--- config.mk ---
export PLATFORM = sky130hd
export DESIGN_NAME = snax_mx_output_serializer
export DESIGN_NICKNAME = d
export VERILOG_FILES = /design/src/rtl/snax_mx_output_serializer.sv
export SDC_FILE = /design/constraint.sdc
export NUM_CORES = 1
export LEC_CHECK = 0
export ABC_AREA = 1
export ABC_CLOCK_PERIOD_IN_PS = 28700
export CELL_PAD_IN_SITES_DETAIL_PLACEMENT = 0
export CELL_PAD_IN_SITES_GLOBAL_PLACEMENT = 2
export CORE_MARGIN = 8
export CORE_UTILIZATION = 36
export DETAILED_ROUTE_END_ITERATION = 6
export HOLD_SLACK_MARGIN = 0.08
export PLACE_DENSITY = 0.86
export SLEW_MARGIN = 15
export SYNTH_ARGS = -nofsm -noshare
export SYNTH_HDL_FRONTEND = slang
export SYNTH_SLANG_ARGS = --single-unit
--- constraint.sdc ---
create_clock -name clk_i -period 28.7 [get_ports clk_i]
set_input_delay 8.61 -clock clk_i [delete_from_list [all_inputs] [get_ports clk_i]]
set_output_delay 8.61 -clock clk_i [all_outputs]
set_load 0.1 [all_outputs]
--- src/rtl/snax_mx_output_serializer.sv ---
// snax_mx_output_serializer
// Buffers wide MX result words (64 data bytes + shared exponent) in a small
// FIFO and serializes each word into OutDataWidth beats for a narrow writer
// streamer. out_last_o marks the final beat of every word.
// Optional build macro: SNAX_MX_OUT_SER_EXP_BEAT_EN
//   defined   -> each word ends with an extra beat carrying the exponent byte
//   undefined -> exponent is dropped, last beat is data beat DataBeats-1
module snax_mx_output_serializer #(
    parameter int InDataWidth  = 576,
    parameter int OutDataWidth = 64,
    parameter int DataBeats    = 8,
    parameter int FifoDepth    = 2
) (
    input  logic                    clk_i,
    input  logic                    rst_i,
    input  logic [InDataWidth-1:0]  in_data_i,
    input  logic                    in_valid_i,
    output logic                    in_ready_o,
    output logic [OutDataWidth-1:0] out_data_o,
    output logic                    out_valid_o,
    input  logic                    out_ready_i,
    output logic                    out_last_o,
    input  logic                    clear_i,
    output logic                    busy_o,
    output logic [31:0]             word_cnt_o
);

    localparam int ExpW   = 8;
    localparam int ExpLsb = DataBeats * OutDataWidth;
`ifdef SNAX_MX_OUT_SER_EXP_BEAT_EN
    localparam int StoreW = ExpLsb + ExpW;
`else
    localparam int StoreW = ExpLsb;
`endif
    localparam int BeatW = (DataBeats > 1) ? $clog2(DataBeats) : 1;
    localparam int PtrW  = (FifoDepth > 1) ? $clog2(FifoDepth) : 1;
    localparam int CntW  = $clog2(FifoDepth + 1);

`ifdef SNAX_MX_OUT_SER_EXP_BEAT_EN
    typedef enum logic {
        ST_DATA = 1'b0,
        ST_EXP  = 1'b1
    } state_e;
    state_e state_q, state_d;
`endif

    // Only the bits that can ever be emitted are stored.
    logic [StoreW-1:0] mem_q [FifoDepth];
    logic [StoreW-1:0] head_word;

    logic [CntW-1:0]  count_q, count_d;
    logic [PtrW-1:0]  wr_ptr_q, wr_ptr_d;
    logic [PtrW-1:0]  rd_ptr_q, rd_ptr_d;
    logic [BeatW-1:0] beat_q, beat_d;
    logic [31:0]      word_cnt_q, word_cnt_d;

    logic push;
    logic fire;
    logic last_beat;
    logic pop;

    logic unused_in_bits;
    assign unused_in_bits = ^in_data_i[InDataWidth-1:StoreW];

    function automatic logic [PtrW-1:0] ptr_inc(input logic [PtrW-1:0] p);
        if (p == PtrW'(FifoDepth - 1)) begin
            return '0;
        end
        return p + PtrW'(1);
    endfunction

    // Handshakes depend on registered state only: no full-bypass, no in->out path.
    assign in_ready_o  = (count_q != CntW'(FifoDepth));
    assign out_valid_o = (count_q != '0);
    assign busy_o      = (count_q != '0);
    assign word_cnt_o  = word_cnt_q;
    assign push        = in_valid_i && in_ready_o;
    assign fire        = out_valid_o && out_ready_i;
    assign head_word   = mem_q[rd_ptr_q];

`ifdef SNAX_MX_OUT_SER_EXP_BEAT_EN
    assign last_beat = (state_q == ST_EXP);
`else
    assign last_beat = (beat_q == BeatW'(DataBeats - 1));
`endif
    assign out_last_o = out_valid_o && last_beat;
    assign pop        = fire && last_beat;

    // Word storage: written on every accepted push unless flushed this cycle.
    always_ff @(posedge clk_i) begin
        if (push && !clear_i) begin
            mem_q[wr_ptr_q] <= in_data_i[StoreW-1:0];
        end
    end

    // Beat mux: head word slice selected by the beat counter, zero when idle.
    always_comb begin
        out_data_o = '0;
        if (out_valid_o) begin
            out_data_o = head_word[int'(beat_q)*OutDataWidth +: OutDataWidth];
`ifdef SNAX_MX_OUT_SER_EXP_BEAT_EN
            if (state_q == ST_EXP) begin
                out_data_o = {{(OutDataWidth-ExpW){1'b0}}, head_word[ExpLsb +: ExpW]};
            end
`endif
        end
    end

    // Next-state logic: pointers, occupancy, beat sequencing, word counter.
    always_comb begin
        count_d    = count_q;
        wr_ptr_d   = wr_ptr_q;
        rd_ptr_d   = rd_ptr_q;
        beat_d     = beat_q;
        word_cnt_d = word_cnt_q;
`ifdef SNAX_MX_OUT_SER_EXP_BEAT_EN
        state_d    = state_q;
`endif
        if (clear_i) begin
            // Flush wins over any same-cycle push or pop.
            count_d    = '0;
            wr_ptr_d   = '0;
            rd_ptr_d   = '0;
            beat_d     = '0;
            word_cnt_d = '0;
`ifdef SNAX_MX_OUT_SER_EXP_BEAT_EN
            state_d    = ST_DATA;
`endif
        end else begin
            if (push) begin
                wr_ptr_d = ptr_inc(wr_ptr_q);
            end
            if (fire) begin
                if (last_beat) begin
                    rd_ptr_d   = ptr_inc(rd_ptr_q);
                    beat_d     = '0;
                    word_cnt_d = word_cnt_q + 32'd1;
`ifdef SNAX_MX_OUT_SER_EXP_BEAT_EN
                    state_d    = ST_DATA;
`endif
                end else begin
`ifdef SNAX_MX_OUT_SER_EXP_BEAT_EN
                    if (beat_q == BeatW'(DataBeats - 1)) begin
                        state_d = ST_EXP;
                        beat_d  = '0;
                    end else begin
                        beat_d = beat_q + BeatW'(1);
                    end
`else
                    beat_d = beat_q + BeatW'(1);
`endif
                end
            end
            case ({push, pop})
                2'b10:   count_d = count_q + CntW'(1);
                2'b01:   count_d = count_q - CntW'(1);
                default: count_d = count_q;
            endcase
        end
    end

    // Control state register; reset discards any partially sent word.
    always_ff @(posedge clk_i or posedge rst_i) begin
        if (rst_i) begin
            count_q    <= '0;
            wr_ptr_q   <= '0;
            rd_ptr_q   <= '0;
            beat_q     <= '0;
            word_cnt_q <= '0;
        end else begin
            count_q    <= count_d;
            wr_ptr_q   <= wr_ptr_d;
            rd_ptr_q   <= rd_ptr_d;
            beat_q     <= beat_d;
            word_cnt_q <= word_cnt_d;
        end
    end

`ifdef SNAX_MX_OUT_SER_EXP_BEAT_EN
    // FSM state register (DATA / EXP).
    always_ff @(posedge clk_i or posedge rst_i) begin
        if (rst_i) begin
            state_q <= ST_DATA;
        end else begin
            state_q <= state_d;
        end
    end
`endif

endmodule
==> metrics.md <==
| Metric | Value |
|---|---|
| Status | completed |
| Post-route antenna net violation count | 0 |
| Crit. Startpoint | rd_ptr_q$_DFFE_PP0P_ |
| Post-synth EDFFs | roughly 1,000 |
| Pwr dens | around 70 nW/um^2 |
| Number of global-route vias before repair | 28,700 |
| Post-Route WL | approximately 140,000 um |
| Leak pwr | 18.7 nW |
| Number of DRC markers in iteration 0 | 2,392 |
| Clk pin slew, worst setup/hold paths | around 60 ps |
| Design area | between 50,000 and 60,000 sq um |
| Nets@finish | 4,786 |
| Crit-path max cell delay | 1200 ps |
| Post-CTS Setup Inserts | 0 |
| Core box area | 119,000 sq um |
| Congestion Overflow GR | 0 |
| Share of layout cells above drive strength 1 | 0.0501 |
| Die Wd | between 300 and 400 um |
| Dpl cells | between 5,000 and 6,000 |
| Largest net degree at the start of global routing | 194 |
| Synth top area share | 0.714 |
| Area grow syn2layout | 26.1% |
| Num ports | 681 |
| Routed wire length per instance | approximately 23 um |
| Pins Over Slew Limit | 0 |
| Total track usage | 0.199 |
| Startpoint types | flip-flop |
| IO buf count | 616 |
| DRC | 0 |
| Library cells used by synthesis | 31 |
| Slew HR | 0.230 |
| Max-cap violations | 0 |
| Commonest non-fill, non-tap cell in the layout | edfxtp_1 |
| CP max FO | around 160 |
| Post-cts resize count | 0 |
| Initial antenna violation count | 57 |
| Setup TNS | 0 ps |
| Largest area contributor in the netlist | edfxtp_1 |
| RSZ-0062 raised after global routing | false |
| Post-place setup slack | 13,810 ps |
| Root Buffer | clkbuf_16 |
| Worst skew pair latency | a little over 700 ps |
| Worst VDD drop | about 53 uV |
| Slowest-stage cell, CP | clkdlybuf4s50_1 |
| Vias | approximately 30,000 |
| Synth Flop Type | edfxtp_1 |
| Final hold violations | 0 |
| Initial core utilization | 0.361 |
| Post-Syn Instances | about 3,700 |
| Final cell count without fillers | slightly below 6,000 |
| Worst Path Required | approximately 20,000 ps |
| Clock tree from TritonCTS | yes |
| Clock tree buffer depth | 3 |
| Die area | 131,000 sq um |
| Synth area leaders | edfxtp_1 (71%), nor2_1 (8.1%), o21ai_0 (5.1%) |
| Sequential-to-total area share from yosys stat | 0.737 |
| Fill count | roughly 11,000 |
| Asr flop ratio synth | 0.0367 |
| GP Congestion | roughly 0.84 |
| Placed cell areas | 50,600 sq um |
| Syn_area_per_cell | about 12 sq um |
| Skew final | 33.8 ps |
| Tightest Pin Transition | 1150 ps |
| TritonCTS Buffers | between 100 and 150 |
| Fin crit share | 0.507 |
| Ys Warns | 0 |
| Min Tclk post-route | between 10,000 and 15,000 ps |
| Most frequent cells in the layout | edfxtp_1 (1,024), nor2_1 (922), clkdlybuf4s50_1 (616), o21ai_0 (438), nand2_1 (420) |
| Post-synthesis instance area | ~43,000 sq um |
| Multi-input combinational cell area | ~10,000 sq um |
| Die span in y | around 360 um |
| Std cell rows | 127 |
| Count of state elements after synthesis | 1,063 |
| Setup violators final | 0 |
| Syn_nets | ~4,200 |
| TritonCTS sink count | approximately 1,100 |
| Fin Hold WS | 546 ps |
| First-pass GRT wire length | between 150,000 and 200,000 um |
| Register area | approximately 32,000 sq um |
| CP cell instances | inv_8 > buf_4 > buf_4 > o21ai_0 > nand3_1 > nand3_1 > a21oi_1 > clkdlybuf4s50_1 |
| Dpl hpwl | around 86,000 um |
| CP Data Arrival Time | just under 6000 ps |
| Fmax | between 60 and 70 MHz |
| Critical R2R Launch | count_q[0]$_DFFE_PP0P_ |
| Final setup margin | 14,150 ps |
| WS Path Type | flip-flop to primary output |
| Crit. End Element | primary output |
| Hold Startpoint | word_cnt_o[1]$_DFFE_PP0P_ |
| Hold Buf Count CTS | 0 |
| Hold crit path type | flip-flop to flip-flop |
| Post-DR vias/cell | between 4 and 5 |
| Pre-antenna DRT Iters | 5 |
| H-tree levels | 3 |
==> worst paths after layout <==
path                                              endpoint  slack (ps)  cells past startpoint
worst max-delay path                        out_data_o[26]       14150                      8
worst min-delay path             word_cnt_o[1]$_DFFE_PP0P_         550                      2
worst max register to register      mem_q[1][56]$_DFFE_PP_       23020                     10
worst min register to register   word_cnt_o[1]$_DFFE_PP0P_         550                      2
max in group asynchronous             rd_ptr_q$_DFFE_PP0P_       19910                      3
min in group asynchronous       word_cnt_o[30]$_DFFE_PP0P_        8370                      3
==> final cells by class <==
type | instances | share of cell area
sequential | 1063 | 0.585
multi-input combinational | 2313 | 0.185
timing repair buffer | 653 | 0.120
clock buffer | 136 | 0.0537
tap | 1612 | 0.0372
clock inverter | 70 | 0.0132
inverter | 58 | 0.00440
antenna | 36 | 0.00166
==> logic make-up (layout without fill, tap and decap cells) <==
group / count (synthesis) / in the layout / synth area share
simple gates: 1764 / 1764 / 0.167
flops: 1063 / 1063 / 0.737
compound gates: 545 / 545 / 0.0651
buf+inv: 285 / 917 / 0.0300
fa+ha+maj: 3 / 3 / 0.000872
xor+xnor: 1 / 1 / 0.000204
other cells: 0 / 36 / 0
==> worst max-delay path, delay by kind of cell (launching register included) <==
kind            cells  cell delay [ps]
buf+inv             4             3210
compound gates      2              590
flops               1              750
simple gates        2              570
==> cells in the mapped netlist (7+ instances only) <==
cell,count
edfxtp_1,1024
o21ai_0,438
a21oi_1,79
nor2_1,925
nor3_1,10
nand3_1,391
o211ai_1,15
o21ai_1,7
clkbuf_2,10
buf_2,88
nand2_1,420
inv_1,53
nand4_1,9
buf_1,13
clkbuf_1,100
dfrtp_1,39
buf_4,9
==> per-stage QoR <==
step | utilization | total power, mW
floorplan | - | 2.34
global placement | 0.424 | 2.51
detailed placement | 0.424 | 2.52
CTS | 0.454 | 3.95
global route | 0.455 | 4.05
finish | 0.455 | 3.91
==> power breakdown <==
part / switching (mW) / total (mW) / leakage [nW] / internal [mW]
Sequential: 0.0233 / 1.83 / 9.91 / 1.81
Combinational: 0.471 / 0.652 / 7.06 / 0.181
Clock: 0.612 / 1.43 / 1.76 / 0.815
==> registers in the layout (all words and copies together), names as in the netlist <==
signal and cells:
count_q 2, rd_ptr_q 1, wr_ptr_q 1, mem_q 1024, beat_q 3, word_cnt_o 32
==> per-layer routing <==
metal / share of wire / global-route usage
met1: 0.43 / 0.269
met2: 0.47 / 0.316
met3: 0.068 / 0.0478
met4: 0.023 / 0.0650
met5: 0.0015 / 0
Note: power is estimated with default switching activity, not from simulation.
